**src/rtl/word_bitwise_pkg.sv**
```systemverilog
// word_bitwise_pkg
// Shared definitions for the word_bitwise_pipe block: opcode width and the
// opcode enumeration decoded by word_bitwise_alu.
// Opcode 7 is ACC when WORD_BITWISE_ACC_EN is defined, otherwise PASS.
package word_bitwise_pkg;

    localparam int OPW = 3;

    typedef enum logic [OPW-1:0] {
        OP_FUSED    = 3'd0,
        OP_AND      = 3'd1,
        OP_OR       = 3'd2,
        OP_XOR      = 3'd3,
        OP_XNOR     = 3'd4,
        OP_NOT      = 3'd5,
        OP_MUX      = 3'd6,
        OP_ACC_PASS = 3'd7
    } op_e;

endpackage

```
**src/rtl/word_bitwise_alu.sv**
```systemverilog
// word_bitwise_alu
// Purely combinational opcode decode sitting between the S1 and S2 stages of
// word_bitwise_pipe.
// Configuration macro: WORD_BITWISE_ACC_EN (opcode 7 = acc ^ (a & b));
// without it opcode 7 passes a through.
// Ports:
//   op     in  OPW  opcode (op_e encoding)
//   a,b,c  in  W    operands
//   acc    in  W    accumulator value; the pipe ties it to zero when the
//                   accumulator feature is not built
//   result out W    selected bitwise result
module word_bitwise_alu
    import word_bitwise_pkg::*;
#(
    parameter int W = 8
) (
    input  logic [OPW-1:0] op,
    input  logic [W-1:0]   a,
    input  logic [W-1:0]   b,
    input  logic [W-1:0]   c,
    input  logic [W-1:0]   acc,
    output logic [W-1:0]   result
);

    always_comb begin
        result = '0;
        case (op)
            OP_FUSED: result = ((a & b) ^ c) | ((~a & ~b) ~^ c);
            OP_AND:   result = a & b;
            OP_OR:    result = a | b;
            OP_XOR:   result = a ^ b;
            OP_XNOR:  result = a ~^ b;
            OP_NOT:   result = ~a;
            OP_MUX:   result = (a & c) | (b & ~c);
`ifdef WORD_BITWISE_ACC_EN
            OP_ACC_PASS: result = acc ^ (a & b);
`else
            // acc is held at zero in this build, so the XOR is a plain pass of a.
            OP_ACC_PASS: result = a ^ acc;
`endif
            default:  result = '0;
        endcase
    end

endmodule

```
**src/rtl/word_bitwise_pipe.sv**
```systemverilog
// word_bitwise_pipe
// Two-stage valid/ready pipeline computing a bitwise function of three
// W-bit operands. S1 registers opcode and operands, S2 registers the result
// and its all-zero flag. Full throughput, in-order, stall-safe.
// Configuration macro: WORD_BITWISE_ACC_EN adds a W-bit accumulator used by
// opcode 7 (ACC); without it opcode 7 is PASS and no accumulator exists.
// Ports:
//   clk          in   1    clock, rising edge
//   rst          in   1    asynchronous active-high reset
//   __in_valid   in   1    operand triple and opcode presented
//   __in_ready   out  1    block accepts the triple this cycle
//   __in_op      in   3    opcode
//   __in0..2     in   W    operands a, b, c
//   __out_valid  out  1    result presented
//   __out_ready  in   1    consumer takes the result this cycle
//   __out0       out  W    result word
//   __out_zero   out  1    __out0 is all zeros
module word_bitwise_pipe
    import word_bitwise_pkg::*;
#(
    parameter int W = 8
) (
    input  logic           clk,
    input  logic           rst,
    input  logic           __in_valid,
    output logic           __in_ready,
    input  logic [OPW-1:0] __in_op,
    input  logic [W-1:0]   __in0,
    input  logic [W-1:0]   __in1,
    input  logic [W-1:0]   __in2,
    output logic           __out_valid,
    input  logic           __out_ready,
    output logic [W-1:0]   __out0,
    output logic           __out_zero
);

    logic           s1_valid;
    logic [OPW-1:0] s1_op;
    logic [W-1:0]   s1_a;
    logic [W-1:0]   s1_b;
    logic [W-1:0]   s1_c;

    logic           s2_valid;
    logic [W-1:0]   s2_result;
    logic           s2_zero;

    logic           adv1;
    logic           adv2;
    logic [W-1:0]   alu_result;
    logic [W-1:0]   acc_value;

    // A stage may advance when it is empty or the stage after it is moving.
    assign adv2       = !s2_valid || __out_ready;
    assign adv1       = !s1_valid || adv2;
    assign __in_ready = adv1;

    assign __out_valid = s2_valid;
    assign __out0      = s2_result;
    assign __out_zero  = s2_zero;

    // S1: operand data only loads on a real acceptance so that idle cycles
    // do not disturb the captured operands.
    always_ff @(posedge clk or posedge rst) begin
        if (rst) begin
            s1_valid <= 1'b0;
            s1_op    <= '0;
            s1_a     <= '0;
            s1_b     <= '0;
            s1_c     <= '0;
        end else if (adv1) begin
            s1_valid <= __in_valid;
            if (__in_valid) begin
                s1_op <= __in_op;
                s1_a  <= __in0;
                s1_b  <= __in1;
                s1_c  <= __in2;
            end
        end
    end

    word_bitwise_alu #(
        .W (W)
    ) u_alu (
        .op     (s1_op),
        .a      (s1_a),
        .b      (s1_b),
        .c      (s1_c),
        .acc    (acc_value),
        .result (alu_result)
    );

    // S2: the result word only changes when a valid transaction moves in,
    // so __out0 keeps its last value while the stage is empty.
    always_ff @(posedge clk or posedge rst) begin
        if (rst) begin
            s2_valid  <= 1'b0;
            s2_result <= '0;
            s2_zero   <= 1'b1;
        end else if (adv2) begin
            s2_valid <= s1_valid;
            if (s1_valid) begin
                s2_result <= alu_result;
                s2_zero   <= ~|alu_result;
            end
        end
    end

`ifdef WORD_BITWISE_ACC_EN
    logic [W-1:0] acc_q;

    // The accumulator updates at the same edge an ACC result enters S2, so
    // a following ACC op already sitting in S1 sees the new value on the
    // next cycle; back-to-back ACC ops chain without extra forwarding.
    always_ff @(posedge clk or posedge rst) begin
        if (rst) begin
            acc_q <= '0;
        end else if (adv2 && s1_valid && (s1_op == OP_ACC_PASS)) begin
            acc_q <= alu_result;
        end
    end

    assign acc_value = acc_q;
`else
    assign acc_value = '0;
`endif

endmodule

```
**config.mk**
```make
export PLATFORM = sky130hd
export DESIGN_NAME = word_bitwise_pipe
export DESIGN_NICKNAME = d
export VERILOG_FILES = /design/src/rtl/word_bitwise_pkg.sv /design/src/rtl/word_bitwise_alu.sv /design/src/rtl/word_bitwise_pipe.sv
export SDC_FILE = /design/constraint.sdc
export NUM_CORES = 1
export LEC_CHECK = 0
export BUFFER_PORTS_ARGS = -buffer_cell sky130_fd_sc_hd__buf_2
export CORE_MARGIN = 2
export CORE_UTILIZATION = 25
export CTS_BUF_LIST = sky130_fd_sc_hd__clkbuf_2 sky130_fd_sc_hd__clkbuf_4 sky130_fd_sc_hd__clkbuf_8
export CTS_CLUSTER_DIAMETER = 60
export CTS_CLUSTER_SIZE = 28
export DETAILED_ROUTE_END_ITERATION = 8
export GPL_TIMING_DRIVEN = 0
export HOLD_SLACK_MARGIN = 0.15
export PLACE_DENSITY_LB_ADDON = 0.05
export SLEW_MARGIN = 20
export SYNTH_ARGS = -nofsm -noshare
export SYNTH_HDL_FRONTEND = slang
export SYNTH_SLANG_ARGS = --single-unit
```
**constraint.sdc**
```tcl
create_clock -name clk -period 2.5 [get_ports clk]
set_input_delay 0.5 -clock clk [delete_from_list [all_inputs] [get_ports clk]]
set_output_delay 0.5 -clock clk [all_outputs]
set_load 0.02 [all_outputs]
```
==> report_table.html, run 1 <==
<table>
<tr><th>Metric</th><th>Value</th></tr>
<tr><th colspan="2">Yosys</th></tr>
<tr><td>Fraction of synthesized cell area taken by the top area cell type</td><td>between 30% and 40%</td></tr>
<tr><td>Synth async-reset ratio</td><td>100%</td></tr>
<tr><td>Count of cell types in the netlist</td><td>47</td></tr>
<tr><td>Largest cells by area after synthesis</td><td>sky130_fd_sc_hd__dfrtp_1, sky130_fd_sc_hd__mux2_2, sky130_fd_sc_hd__ha_1, sky130_fd_sc_hd__nand2_1, sky130_fd_sc_hd__a21oi_1</td></tr>
<tr><td>Cell area after synthesis</td><td>approximately 0.0025 sq mm</td></tr>
<tr><td>Dominant cell by count in the synthesized netlist</td><td>sky130_fd_sc_hd__dfrtp_1</td></tr>
<tr><td>Post-synthesis register bit count</td><td>38</td></tr>
<tr><td>Library cell occupying the most area in the post-synthesis netlist</td><td>sky130_fd_sc_hd__dfrtp_1</td></tr>
<tr><td>Total of warnings raised by yosys</td><td>0</td></tr>
<tr><td>Synth cell count leaders</td><td>sky130_fd_sc_hd__dfrtp_1, sky130_fd_sc_hd__mux2_2, sky130_fd_sc_hd__nand2_1, sky130_fd_sc_hd__inv_1, sky130_fd_sc_hd__ha_1</td></tr>
<tr><td>Leading register cell type out of synthesis</td><td>sky130_fd_sc_hd__dfrtp_1</td></tr>
<tr><td>Post-synth EDFFs</td><td>0</td></tr>
<tr><td>Cells after synthesis</td><td>around 260</td></tr>
<tr><td>Part of the Yosys area used for sequential elements</td><td>between 30% and 40%</td></tr>
<tr><td>Net count after synthesis</td><td>between 300 and 400</td></tr>
<tr><td>Post-synthesis area per instance</td><td>between 9 and 10 sq um</td></tr>
<tr><th colspan="2">Layout</th></tr>
<tr><td>Area Overhead vs Synth</td><td>23.6%</td></tr>
<tr><td>Final Cell Area</td><td>roughly 0.0030 sq mm</td></tr>
<tr><td>Fraction of final layout cells with drive strength greater than 1</td><td>about 35%</td></tr>
<tr><td>Non-filler instance count after layout</td><td>approximately 440</td></tr>
<tr><td>Ant. Diodes</td><td>0</td></tr>
<tr><td>Post-layout net count</td><td>356</td></tr>
<tr><th colspan="2">Route</th></tr>
<tr><td>Via density per instance</td><td>around 4.5</td></tr>
<tr><td># DRC</td><td>0</td></tr>
<tr><td>First-pass DRT Iterations</td><td>5</td></tr>
<tr><td>Routed wirelength normalized by instance count</td><td>roughly 14 microns</td></tr>
<tr><td>Aggregate routed wire length</td><td>approximately 6400 microns</td></tr>
<tr><td>Total via count after detailed routing</td><td>about 2000</td></tr>
<tr><td>Number of antenna-violating nets in the routed design</td><td>0</td></tr>
<tr><td>Number of DRC markers after the initial detailed-route iteration</td><td>57</td></tr>
<tr><th colspan="2">STA</th></tr>
<tr><td>Peak Freq</td><td>420 MHz</td></tr>
<tr><td>Final setup fails</td><td>0</td></tr>
<tr><td>Setup repair after global routing missed its margin</td><td>false</td></tr>
<tr><td>Fin. max-slew vios</td><td>0</td></tr>
<tr><td>Worst relative slew slack</td><td>between 40% and 50%</td></tr>
<tr><td>Final sum of negative setup slack</td><td>0 ns</td></tr>
<tr><td>Worst-margin pin slew</td><td>just under 0.9 ns</td></tr>
<tr><td>Clock tree skew after final layout</td><td>slightly below 0.009 ns</td></tr>
<tr><td>Worst hold margin</td><td>0.169 ns</td></tr>
<tr><td>Tmin final</td><td>~2.4 ns</td></tr>
<tr><td>Share of the cycle needed by the critical path after routing</td><td>a little over nine tenths</td></tr>
<tr><td>Number of hold-slack violations in the final timing report</td><td>0</td></tr>
<tr><th colspan="2">CTS</th></tr>
<tr><td>Maximum clock insertion buffer count</td><td>2</td></tr>
<tr><td>Root buffer selected by CTS</td><td>sky130_fd_sc_hd__clkbuf_8</td></tr>
<tr><td>Post-CTS Hold Fix Bufs</td><td>0</td></tr>
<tr><td>Clock latency of the later-clocked register in the worst-skew pair</td><td>around 0.30 ns</td></tr>
<tr><td>Sink count of the clock tree</td><td>38</td></tr>
<tr><td>CTS tree</td><td>done</td></tr>
<tr><td>TritonCTS Buffers</td><td>5</td></tr>
<tr><td>Register clock-pin slew on the reported worst setup and hold paths</td><td>about 0.090 ns</td></tr>
<tr><td>H-Tree Level Count</td><td>2</td></tr>
<tr><th colspan="2">Placement</th></tr>
<tr><td>Total half-perimeter wirelength after legalization and detailed placement</td><td>about 4800 microns</td></tr>
<tr><td>Port Buf Inserts</td><td>41</td></tr>
<tr><td>DP Area</td><td>about 0.0029 sq mm</td></tr>
<tr><td>Gp weighted congestion</td><td>between 0.7 and 0.8</td></tr>
<tr><td>Dpl cells</td><td>430</td></tr>
<tr><th colspan="2">Power and ir drop</th></tr>
<tr><td>Cell-internal power</td><td>roughly 0.0014 W</td></tr>
<tr><td>Clock power frac</td><td>between 20 and 25%</td></tr>
<tr><td>Switching power share of the total</td><td>a little over a third</td></tr>
<tr><td>Combinational power share</td><td>approximately two fifths</td></tr>
<tr><td>Total power density per cell area</td><td>slightly above 700 mW/mm^2</td></tr>
<tr><td>Sequential cell fraction of total power</td><td>37.4%</td></tr>
<tr><td>Psw</td><td>between 0.0007 and 0.0008 W</td></tr>
<tr><td>Leakage dissipation</td><td>between 1 and 1.5 nW</td></tr>
<tr><td>Maximum vdd drop</td><td>approximately 0.00034 V</td></tr>
<tr><th colspan="2">Worst setup path</th></tr>
<tr><td>Number of buffers and inverters on the critical path</td><td>1</td></tr>
<tr><td>Worst path top cell family by delay</td><td>multiplexers</td></tr>
<tr><td>Worst path required time</td><td>roughly 2.7 ns</td></tr>
<tr><td>Largest fanout on the critical path</td><td>4</td></tr>
<tr><td>Element type at the critical path end</td><td>flip-flop</td></tr>
<tr><td>Crit-path max cell delay</td><td>roughly 0.49 ns</td></tr>
<tr><td>Setup CP Type</td><td>flip-flop to flip-flop</td></tr>
<tr><td>Arrival time at the worst endpoint</td><td>~2.6 ns</td></tr>
<tr><td>Standard cell with the maximum stage delay on the critical path</td><td>sky130_fd_sc_hd__mux4_2</td></tr>
<tr><td>Kind of start point of the critical path</td><td>flip-flop</td></tr>
<tr><td>Crit-path cells</td><td>inv_2 -&gt; ha_4 -&gt; mux2_4 -&gt; mux4_2 -&gt; nor4_4 -&gt; nand2_1 -&gt; or3_4 -&gt; o21ai_2</td></tr>
<tr><th colspan="2">Status</th></tr>
<tr><td>Result of the run</td><td>finished, final reports clean</td></tr>
<tr><th colspan="2">Hold path</th></tr>
<tr><td>Class of the tightest hold or removal check</td><td>primary input to async pin</td></tr>
<tr><th colspan="2">Global routing</th></tr>
<tr><td>Antenna violations before repair</td><td>0</td></tr>
<tr><td>Wire length of the first global-routing pass</td><td>10600 microns</td></tr>
<tr><td>Pin count of the biggest net entering global routing</td><td>24</td></tr>
<tr><td>Total global routing track utilization</td><td>a little over an eighth</td></tr>
<tr><td>Via count of the first global-routing pass</td><td>1988</td></tr>
<tr><td>Global route overflow</td><td>0</td></tr>
<tr><th colspan="2">Die</th></tr>
<tr><td>Row cnt</td><td>36</td></tr>
<tr><td>Number of placed I/O pins</td><td>42</td></tr>
<tr><td>Area of the core region</td><td>~0.0097 sq mm</td></tr>
<tr><td>Die X-Extent</td><td>103 microns</td></tr>
<tr><td>Initial core utilization</td><td>between 20 and 30%</td></tr>
<tr><td>Die Area</td><td>0.0107 sq mm</td></tr>
<tr><td>Die Span Y</td><td>103 microns</td></tr>
<tr><th colspan="2">Flow run</th></tr>
<tr><td>Max-cap check violation count</td><td>0</td></tr>
</table>
## worst register-to-register path, cell delays in order, from the launching register on
cell	delay, ns
sky130_fd_sc_hd__dfrtp_1	0.43
sky130_fd_sc_hd__inv_2	0.07
sky130_fd_sc_hd__ha_4	0.24
sky130_fd_sc_hd__mux2_4	0.25
sky130_fd_sc_hd__mux4_2	0.49
sky130_fd_sc_hd__nor4_4	0.27
sky130_fd_sc_hd__nand2_1	0.09
sky130_fd_sc_hd__or3_4	0.38
sky130_fd_sc_hd__o21ai_2	0.13
## path summary, 6_finish.rpt
path                            start    endpoint  cells after the start  slack, ns
setup / recovery              s1_b[0]  __out_zero                      8       0.12
hold / removal                    rst     s1_b[3]                      2       0.17
setup reg to reg              s1_b[0]  __out_zero                      8       0.12
hold reg to reg            __out_zero  __out_zero                      2       0.47
max in group asynchronous         rst     s1_a[6]                      3       1.87
min in group clk           __in_valid    s1_valid                      2       0.41
## through the flow
stage	setup WS, ns	util [%]	power (W)
global placement	-0.126	29.3	0.00165
finish	0.119	31.5	0.00221
global route	0.00206	31.5	0.00239
CTS	0.0336	31.0	0.00223
floorplan	0.157	-	0.00141
detailed placement	-0.147	29.5	0.00165
## layout by cell type (no fill, tap or decap), types with 6 or more instances in the layout
cell type                  Yosys  layout
sky130_fd_sc_hd__nor2_1       15      15
sky130_fd_sc_hd__ha_1         16      15
sky130_fd_sc_hd__mux2i_1       7       7
sky130_fd_sc_hd__inv_1        17      15
sky130_fd_sc_hd__clkbuf_1      9       6
sky130_fd_sc_hd__dfrtp_1      37      37
sky130_fd_sc_hd__o21ai_0      11      11
sky130_fd_sc_hd__buf_2         3      44
sky130_fd_sc_hd__mux2_2       31      31
sky130_fd_sc_hd__nand2_1      22      22
sky130_fd_sc_hd__a21oi_1      15      15
## power groups by stage
stage / Clock, W / Sequential [W] / Combinational, W
final: 0.000535 / 0.000824 / 0.000847
after global routing: 0.000584 / 0.000850 / 0.000960
after CTS: 0.000570 / 0.000825 / 0.000836
after detailed placement: 0 / 0.000839 / 0.000816
after global placement: 0 / 0.000837 / 0.000810
after floorplan: 0 / 0.000882 / 0.000524
## flip-flops by register name, indices dropped and copies added, names as in the netlist
name         flops
__out0           8
s1_a             8
s1_b             8
s1_c             8
s1_op            3
__out_valid      1
__out_zero       1
s1_valid         1
## cell type report
class | count | area (sq um)
timing repair buffer | 47 | 263
clock inverter | 3 | 40.0
buffer | 14 | 61.3
multi-input combinational | 185 | 1430
clock buffer | 5 | 68.8
tap | 133 | 166
fill | 1036 | 6640
sequential | 38 | 952
inverter | 18 | 67.6
## kinds of logic after synthesis
logic type      after synthesis  share of synthesized area [%]
flops                        38                           38.6
compound gates               53                           13.0
mux                          42                           19.3
xor+xnor                      2                          0.710
fa+ha+maj                    16                           8.12
buf+inv                      32                           5.02
simple gates                 72                           15.2
## per-layer routing
metal	routed length (microns)	vias to the layer above	track usage, %
li1	-	1005	-
met1	3350	946	19.3
met2	2800	39	19.9
met3	219	4	2.62
met4	48	0	4.05
met5	0	-	0
## timing repair
action	CTS	global route
setup buffers	3	2
setup endpoints to repair	1	2
endpoints found under the hold margin	0	0
gates resized for setup	1	13
pin swaps	1	4
Note: power is estimated with default switching activity, not from simulation.
==> run 2: changes to the inputs <==
MAX_ROUTING_LAYER = met4   (was unset)
==> run 2 against run 1 <==
Effect of this change:
- worst hold slack got worse by 0.0019 ns
- clock skew about the same
- clock power about the same
- clock-buffer cell count unchanged
- die area did not move
- largest power group unchanged
- critical path type unchanged
- total power about the same
- register-to-register slack gained 0.02 ns
- final area is the same
- critical path depth unchanged
- first-iteration DRC count up 1.8%
- sequential power is essentially flat
==> report_table.html, run 2 (same netlist as run 1, synthesis figures left out) <==
<table>
<tr><th>Metric</th><th>Value</th></tr>
<tr><th colspan="2">Placement</th></tr>
<tr><td>Total half-perimeter wirelength after legalization and detailed placement</td><td>4770 microns (unchanged)</td></tr>
<tr><td>Port Buf Inserts</td><td>41 (unchanged)</td></tr>
<tr><td>Worst-case setup slack after placement</td><td>-0.147 ns (unchanged)</td></tr>
<tr><td>Dpl cells</td><td>430 (unchanged)</td></tr>
<tr><td>DP Area</td><td>0.00286 sq mm (unchanged)</td></tr>
<tr><td>Gp weighted congestion</td><td>0.796 (+1.4%)</td></tr>
<tr><th colspan="2">STA</th></tr>
<tr><td>Final setup fails</td><td>0 (unchanged)</td></tr>
<tr><td>Peak Freq</td><td>423 MHz (+0.76%)</td></tr>
<tr><td>Worst relative slew slack</td><td>41.8% (+0.077 points)</td></tr>
<tr><td>Worst-margin pin slew</td><td>0.873 ns (-0.00116 ns)</td></tr>
<tr><td>Clock tree skew after final layout</td><td>0.00900 ns (+0.000125 ns)</td></tr>
<tr><td>Share of the cycle needed by the critical path after routing</td><td>94.5% (-0.72 points)</td></tr>
<tr><td>Setup repair after global routing missed its margin</td><td>false</td></tr>
<tr><td>Tmin final</td><td>2.36 ns (-0.0179 ns)</td></tr>
<tr><td>Fin. max-slew vios</td><td>0 (unchanged)</td></tr>
<tr><td>Setup slack after layout</td><td>0.136 ns (+0.0179 ns)</td></tr>
<tr><td>Number of hold-slack violations in the final timing report</td><td>0 (unchanged)</td></tr>
<tr><th colspan="2">Global routing</th></tr>
<tr><td>Wire length of the first global-routing pass</td><td>10500 microns (-0.20%)</td></tr>
<tr><td>Pin count of the biggest net entering global routing</td><td>24 (unchanged)</td></tr>
<tr><td>Most used routing layer in global routing</td><td>met2</td></tr>
<tr><td>Met2 Resource Use GR</td><td>20.1% (+0.20 points)</td></tr>
<tr><td>Via count of the first global-routing pass</td><td>1993 (+0.25%)</td></tr>
<tr><td>Antenna violations before repair</td><td>0 (unchanged)</td></tr>
<tr><td>Met1 Track Usage GR</td><td>19.2% (-0.17 points)</td></tr>
<tr><td>Global route overflow</td><td>0 (unchanged)</td></tr>
<tr><td>Total global routing track utilization</td><td>13.7% (+0.37 points)</td></tr>
<tr><td>GR met3 Demand/Resource</td><td>2.49% (-0.13 points)</td></tr>
<tr><th colspan="2">Flow run</th></tr>
<tr><td>Max-cap check violation count</td><td>0 (unchanged)</td></tr>
<tr><th colspan="2">Layout</th></tr>
<tr><td>Most frequent cells in the layout</td><td>sky130_fd_sc_hd__buf_2, sky130_fd_sc_hd__dfrtp_1, sky130_fd_sc_hd__mux2_2</td></tr>
<tr><td>Final Cell Area</td><td>0.00305 sq mm (unchanged)</td></tr>
<tr><td>Ant. Diodes</td><td>0 (unchanged)</td></tr>
<tr><td>Commonest non-fill, non-tap cell in the layout</td><td>sky130_fd_sc_hd__buf_2</td></tr>
<tr><td>Fraction of final layout cells with drive strength greater than 1</td><td>34.5% (unchanged)</td></tr>
<tr><td>Final standard cell utilization of the core</td><td>31.5% (unchanged)</td></tr>
<tr><td>Post-layout net count</td><td>356 (unchanged)</td></tr>
<tr><td>Area Overhead vs Synth</td><td>23.6% (unchanged)</td></tr>
<tr><td>Non-filler instance count after layout</td><td>443 (unchanged)</td></tr>
<tr><th colspan="2">Route</th></tr>
<tr><td>Aggregate routed wire length</td><td>6410 microns (about the same)</td></tr>
<tr><td>Number of antenna-violating nets in the routed design</td><td>0 (unchanged)</td></tr>
<tr><td>Via density per instance</td><td>4.51 (+0.20%)</td></tr>
<tr><td>Number of DRC markers after the initial detailed-route iteration</td><td>58 (+1.8%)</td></tr>
<tr><td>Routed wirelength normalized by instance count</td><td>14.5 microns (about the same)</td></tr>
<tr><td>First-pass DRT Iterations</td><td>4 (-1)</td></tr>
<tr><td># DRC</td><td>0 (unchanged)</td></tr>
<tr><td>Total via count after detailed routing</td><td>1998 (+0.20%)</td></tr>
<tr><th colspan="2">CTS</th></tr>
<tr><td>Root buffer selected by CTS</td><td>sky130_fd_sc_hd__clkbuf_8</td></tr>
<tr><td>Register clock-pin slew on the reported worst setup and hold paths</td><td>0.09 ns (about the same)</td></tr>
<tr><td>TritonCTS Buffers</td><td>5 (unchanged)</td></tr>
<tr><td>CTS tree</td><td>done</td></tr>
<tr><td>Maximum clock insertion buffer count</td><td>2 (unchanged)</td></tr>
<tr><td>Clock latency of the later-clocked register in the worst-skew pair</td><td>0.30 ns (about the same)</td></tr>
<tr><td>H-Tree Level Count</td><td>2 (unchanged)</td></tr>
<tr><td>Sink count of the clock tree</td><td>38 (unchanged)</td></tr>
<tr><th colspan="2">Die</th></tr>
<tr><td>Number of placed I/O pins</td><td>42 (unchanged)</td></tr>
<tr><td>Initial core utilization</td><td>25.5% (unchanged)</td></tr>
<tr><td>Area of the core region</td><td>0.00968 sq mm (unchanged)</td></tr>
<tr><td>Die X-Extent</td><td>103 microns (unchanged)</td></tr>
<tr><td>Die Area</td><td>0.0107 sq mm (unchanged)</td></tr>
<tr><td>Die Span Y</td><td>103 microns (unchanged)</td></tr>
<tr><td>Row cnt</td><td>36 (unchanged)</td></tr>
<tr><th colspan="2">Status</th></tr>
<tr><td>Result of the run</td><td>finished, final reports clean</td></tr>
<tr><th colspan="2">Worst setup path</th></tr>
<tr><td>Arrival time at the worst endpoint</td><td>2.60 ns (-0.02 ns)</td></tr>
<tr><td>Crit-path max cell delay</td><td>0.49 ns (about the same)</td></tr>
<tr><td>Critical register-to-register path startpoint</td><td>s1_a[0]</td></tr>
<tr><td>Worst path required time</td><td>2.74 ns (about the same)</td></tr>
<tr><td>Standard cell with the maximum stage delay on the critical path</td><td>sky130_fd_sc_hd__mux4_2</td></tr>
<tr><td>Crit-path cells</td><td>inv_1 -&gt; ha_4 -&gt; mux2_4 -&gt; mux4_2 -&gt; nor4_4 -&gt; nand2_1 -&gt; or3_4 -&gt; o21ai_2</td></tr>
<tr><td>Kind of start point of the critical path</td><td>flip-flop</td></tr>
<tr><td>Largest fanout on the critical path</td><td>4 (unchanged)</td></tr>
<tr><td>Setup CP Type</td><td>flip-flop to flip-flop</td></tr>
<tr><td>Launch point of the worst path</td><td>s1_a[0]</td></tr>
<tr><td>Element type at the critical path end</td><td>flip-flop</td></tr>
<tr><th colspan="2">Hold path</th></tr>
<tr><td>Class of the tightest hold or removal check</td><td>primary input to async pin</td></tr>
<tr><th colspan="2">Power and ir drop</th></tr>
<tr><td>Leakage dissipation</td><td>1.38 nW (unchanged)</td></tr>
<tr><td>Maximum vdd drop</td><td>0.000337 V (about the same)</td></tr>
<tr><td>Total power density per cell area</td><td>724 mW/mm^2 (about the same)</td></tr>
</table>
## run 2: cell counts in the layout (fill, tap and decap cells not counted)
Identical to the previous run, type by type.
## run 2: final timing paths
path	end	depth (start not counted)	slack, ns
worst max-delay path	__out_zero	8	0.14
worst min-delay path	s1_b[3]	2	0.17
worst max register to register	__out_zero	8	0.14
worst min register to register	__out_zero	2	0.47
max in group asynchronous	s1_a[6]	3	1.87
min in group clk	s1_valid	2	0.40
## run 2: layer usage
metal	wire [microns]	share of wire (%)
met1	3360	52
met2	2780	43
met3	211	3.3
met4	67	1.0
met5	0	0
## run 2: where the power goes
group	leakage, nW	internal (W)	switching (W)
combinational	0.883	0.000388	0.000459
sequential	0.443	0.000730	0.0000941
clock	0.0579	0.000294	0.000241
total	1.38	0.00141	0.000795
## run 2: what timing repair did
| item | 4_1_cts | 5_1_grt |
|---|---|---|
| buffers inserted | 3 | 2 |
| pin swaps | 1 | 4 |
| cloned | 0 | 0 |
| gates resized for setup | 1 | 13 |
| hold buffers | 0 | 0 |
| setup endpoints to repair | 1 | 2 |
## run 2: worst max-delay path: cells and delay by family, from the launching register on
| kind | cells | cell delay (ns) |
|---|---|---|
| compound gates | 1 | 0.13 |
| fa+ha+maj | 1 | 0.20 |
| buf+inv | 1 | 0.10 |
| flops | 1 | 0.42 |
| mux | 2 | 0.74 |
| simple gates | 3 | 0.72 |
## run 2: area by class of cell
type | instances | area [sq um]
Sequential cell | 38 | 952
Buffer | 14 | 61.3
Clock inverter | 3 | 40.0
Timing Repair Buffer | 47 | 263
Clock buffer | 5 | 68.8
Inverter | 18 | 67.6
Multi-Input combinational cell | 185 | 1430
Fill cell | 1036 | 6640
Tap cell | 133 | 166
## run 2: through the flow
step	hold slack (ns)	TNS [ns]	power [W]
after floorplan	0.479	0	0.00141
after global placement	0.452	-1.16	0.00165
after detailed placement	0.457	-1.42	0.00165
after CTS	0.171	0	0.00223
after global routing	0.200	0	0.00239
final	0.167	0	0.00221
==> run 3: changes to the inputs <==
HOLD_SLACK_MARGIN = 0.08   (was 0.15)
PLACE_DENSITY_LB_ADDON = 0.2   (was 0.05)
==> run 3 against run 2 <==
Effect of this change:
- clock skew shrank 0.0024 ns
- sequential cell count unchanged
- worst hold slack improved by 0.041 ns
- critical path type unchanged
- combinational power fell by 3.0%
- final area decreased by 0.66%
- sequential power about the same
- largest power group is now registers
- register-to-register slack about the same
- sequential share of layout area is 0.21 points higher
- clock power is 8.2% lower
==> report_table.html, run 3 (same netlist as run 1, synthesis figures left out) <==
<table>
<tr><th>Metric</th><th>Value</th></tr>
<tr><th colspan="2">Status</th></tr>
<tr><td>Result of the run</td><td>finished, final reports clean</td></tr>
<tr><th colspan="2">CTS</th></tr>
<tr><td>TritonCTS Buffers</td><td>5 (unchanged)</td></tr>
<tr><td>Sink count of the clock tree</td><td>38 (unchanged)</td></tr>
<tr><td>Clock latency of the later-clocked register in the worst-skew pair</td><td>0.29 ns (about the same)</td></tr>
<tr><td>Maximum clock insertion buffer count</td><td>2 (unchanged)</td></tr>
<tr><td>Register clock-pin slew on the reported worst setup and hold paths</td><td>0.07 ns (-0.02 ns)</td></tr>
<tr><td>Root buffer selected by CTS</td><td>sky130_fd_sc_hd__clkbuf_8</td></tr>
<tr><td>Post-CTS Hold Fix Bufs</td><td>0 (unchanged)</td></tr>
<tr><td>CTS tree</td><td>done</td></tr>
<tr><td>H-Tree Level Count</td><td>2 (unchanged)</td></tr>
<tr><th colspan="2">STA</th></tr>
<tr><td>Number of hold-slack violations in the final timing report</td><td>0 (unchanged)</td></tr>
<tr><td>Worst relative slew slack</td><td>52.9% (+11 points)</td></tr>
<tr><td>Share of the cycle needed by the critical path after routing</td><td>94.6% (about the same)</td></tr>
<tr><td>Clock tree skew after final layout</td><td>0.00658 ns (-0.00242 ns)</td></tr>
<tr><td>Setup repair after global routing missed its margin</td><td>false</td></tr>
<tr><td>Tmin final</td><td>2.36 ns (+0.000662 ns)</td></tr>
<tr><td>Setup slack after layout</td><td>0.136 ns (-0.000662 ns)</td></tr>
<tr><td>Peak Freq</td><td>423 MHz (about the same)</td></tr>
<tr><td>Worst-margin pin slew</td><td>0.707 ns (-0.166 ns)</td></tr>
<tr><td>Fin. max-slew vios</td><td>0 (unchanged)</td></tr>
<tr><td>Final setup fails</td><td>0 (unchanged)</td></tr>
<tr><th colspan="2">Global routing</th></tr>
<tr><td>Pin count of the biggest net entering global routing</td><td>22 (-8.3%)</td></tr>
<tr><td>Via count of the first global-routing pass</td><td>1778 (-11%)</td></tr>
<tr><td>GR met3 Demand/Resource</td><td>2.08% (-0.40 points)</td></tr>
<tr><td>Antenna violations before repair</td><td>0 (unchanged)</td></tr>
<tr><td>Met2 Resource Use GR</td><td>16.0% (-4.1 points)</td></tr>
<tr><td>Total global routing track utilization</td><td>11.7% (-2.0 points)</td></tr>
<tr><td>Wire length of the first global-routing pass</td><td>9230 microns (-12%)</td></tr>
<tr><td>Most used routing layer in global routing</td><td>met1</td></tr>
<tr><td>Met1 Track Usage GR</td><td>17.3% (-1.9 points)</td></tr>
<tr><td>Global route overflow</td><td>0 (unchanged)</td></tr>
<tr><th colspan="2">Layout</th></tr>
<tr><td>Most frequent cells in the layout</td><td>sky130_fd_sc_hd__buf_2, sky130_fd_sc_hd__dfrtp_1, sky130_fd_sc_hd__mux2_2</td></tr>
<tr><td>Commonest non-fill, non-tap cell in the layout</td><td>sky130_fd_sc_hd__buf_2</td></tr>
<tr><td>Ant. Diodes</td><td>0 (unchanged)</td></tr>
<tr><td>Area Overhead vs Synth</td><td>22.8%</td></tr>
<tr><td>Fraction of final layout cells with drive strength greater than 1</td><td>32.8% (-1.7 points)</td></tr>
<tr><td>Post-layout net count</td><td>354 (-0.56%)</td></tr>
<tr><th colspan="2">Route</th></tr>
<tr><td># DRC</td><td>0 (unchanged)</td></tr>
<tr><td>Number of DRC markers after the initial detailed-route iteration</td><td>92 (+59%)</td></tr>
<tr><td>Aggregate routed wire length</td><td>5800 microns (-9.5%)</td></tr>
<tr><td>Via density per instance</td><td>4.52 (+0.30%)</td></tr>
<tr><td>Number of antenna-violating nets in the routed design</td><td>0 (unchanged)</td></tr>
<tr><td>First-pass DRT Iterations</td><td>4 (unchanged)</td></tr>
<tr><td>Total via count after detailed routing</td><td>1995 (-0.15%)</td></tr>
<tr><td>Routed wirelength normalized by instance count</td><td>13.2 microns (-9.1%)</td></tr>
<tr><th colspan="2">Worst setup path</th></tr>
<tr><td>Largest fanout on the critical path</td><td>3 (-1)</td></tr>
<tr><td>Number of buffers and inverters on the critical path</td><td>1 (unchanged)</td></tr>
<tr><td>Element type at the critical path end</td><td>flip-flop</td></tr>
<tr><td>Worst path required time</td><td>2.72 ns (-0.02 ns)</td></tr>
<tr><td>Kind of start point of the critical path</td><td>flip-flop</td></tr>
<tr><td>Crit-path max cell delay</td><td>0.49 ns (about the same)</td></tr>
<tr><td>Standard cell with the maximum stage delay on the critical path</td><td>sky130_fd_sc_hd__mux4_2</td></tr>
<tr><td>Setup CP Type</td><td>flip-flop to flip-flop</td></tr>
<tr><td>Crit-path cells</td><td>buf_4 -&gt; ha_2 -&gt; mux2_4 -&gt; mux4_2 -&gt; nor4_4 -&gt; nand2_1 -&gt; or3_1 -&gt; o21ai_1</td></tr>
<tr><td>Arrival time at the worst endpoint</td><td>2.59 ns (about the same)</td></tr>
<tr><td>Worst path top cell family by delay</td><td>multiplexers</td></tr>
<tr><th colspan="2">Flow run</th></tr>
<tr><td>Max-cap check violation count</td><td>0 (unchanged)</td></tr>
<tr><th colspan="2">Die</th></tr>
<tr><td>Initial core utilization</td><td>25.5% (unchanged)</td></tr>
<tr><td>Row cnt</td><td>36 (unchanged)</td></tr>
<tr><td>Die X-Extent</td><td>103 microns (unchanged)</td></tr>
<tr><td>Die Span Y</td><td>103 microns (unchanged)</td></tr>
<tr><td>Die Area</td><td>0.0107 sq mm (unchanged)</td></tr>
<tr><td>Number of placed I/O pins</td><td>42 (unchanged)</td></tr>
<tr><td>Area of the core region</td><td>0.00968 sq mm (unchanged)</td></tr>
<tr><th colspan="2">Hold path</th></tr>
<tr><td>Class of the tightest hold or removal check</td><td>primary input to async pin</td></tr>
<tr><th colspan="2">Power and ir drop</th></tr>
<tr><td>Total power density per cell area</td><td>707 mW/mm^2 (-2.4%)</td></tr>
<tr><td>Total power</td><td>0.00214 W (-3.1%)</td></tr>
<tr><td>Leakage dissipation</td><td>1.36 nW (-1.4%)</td></tr>
<tr><td>Maximum vdd drop</td><td>0.000201 V (-40%)</td></tr>
<tr><th colspan="2">Placement</th></tr>
<tr><td>Total half-perimeter wirelength after legalization and detailed placement</td><td>4490 microns (-5.8%)</td></tr>
<tr><td>Gp weighted congestion</td><td>0.828 (+4.0%)</td></tr>
<tr><td>Port Buf Inserts</td><td>41 (unchanged)</td></tr>
<tr><td>Worst-case setup slack after placement</td><td>-0.0706 ns (+0.0764 ns)</td></tr>
</table>
==> run 3: cell types whose count changed in the layout (fill, tap and decap cells not counted), sizes merged <==
| cell | change |
|---|---|
| buf | -1 |
| bufinv | -1 |
| clkbuf | +2 |
| clkinv | -2 |
==> run 3: timing repair <==
item | 4_1_cts | 5_1_grt
resized for setup | 1 | 8
endpoints found under the setup margin | 1 | 2
endpoints found under the hold margin | 0 | 0
pin swaps | 1 | 4
setup buffers | 2 | 1
==> run 3: through the flow <==
step                      util (%)  instances  TNS (ns)  cell area [sq um]  hold slack, ns
final                         31.3        441         0               3030           0.208
after global routing          31.3        441         0               3030           0.234
after CTS                     31.0        440         0               3000           0.214
after detailed placement      29.6        430   -0.0706               2870           0.454
after global placement        29.3        429   -0.0829               2840           0.454
after floorplan                  -        255         0               2470           0.479
==> run 3: metal layers <==
layer / vias to the layer above / wire [microns]
met5: - / 0
met4: 0 / 76
met3: 7 / 260
met2: 53 / 2500
met1: 927 / 2970
li1: 1008 / -
==> run 3: path summary, 6_finish.rpt <==
check	start	to	slack, ns	depth (start not counted)
max reg2reg	s1_b[0]	__out_zero	0.14	8
max	s1_b[0]	__out_zero	0.14	8
min in group clk	__in_valid	s1_valid	0.40	2
max in group asynchronous	rst	__out_zero	1.77	3
min reg2reg	__out_zero	__out_zero	0.46	2
min	rst	s1_b[1]	0.21	2
==> run 3: worst register-to-register path: cells and delay by family (launching register included) <==
kind	cells	cell delay, ns
AO/OA/AOI/OAI	1	0.13
adder cells (fa/ha/maj)	1	0.17
AND/OR/NAND/NOR	3	0.71
flip-flops	1	0.39
multiplexers	2	0.75
buffers and inverters	1	0.14
==> run 3: power by group <==
| part | internal, W | switching [W] | leakage (nW) |
|---|---|---|---|
| sequential | 0.000731 | 0.0000945 | 0.443 |
| clock | 0.000279 | 0.000213 | 0.0575 |
| combinational | 0.000379 | 0.000443 | 0.864 |
| total | 0.00139 | 0.000751 | 1.36 |
==> run 3: final cells by class <==
class / instances / area, sq um
Tap cell: 133 / 166
Fill cell: 1019 / 6660
Sequential cell: 38 / 952
Clock buffer: 8 / 110
Multi-Input combinational cell: 185 / 1420
Inverter: 18 / 67.6
Timing Repair Buffer: 45 / 255
Buffer: 14 / 58.8
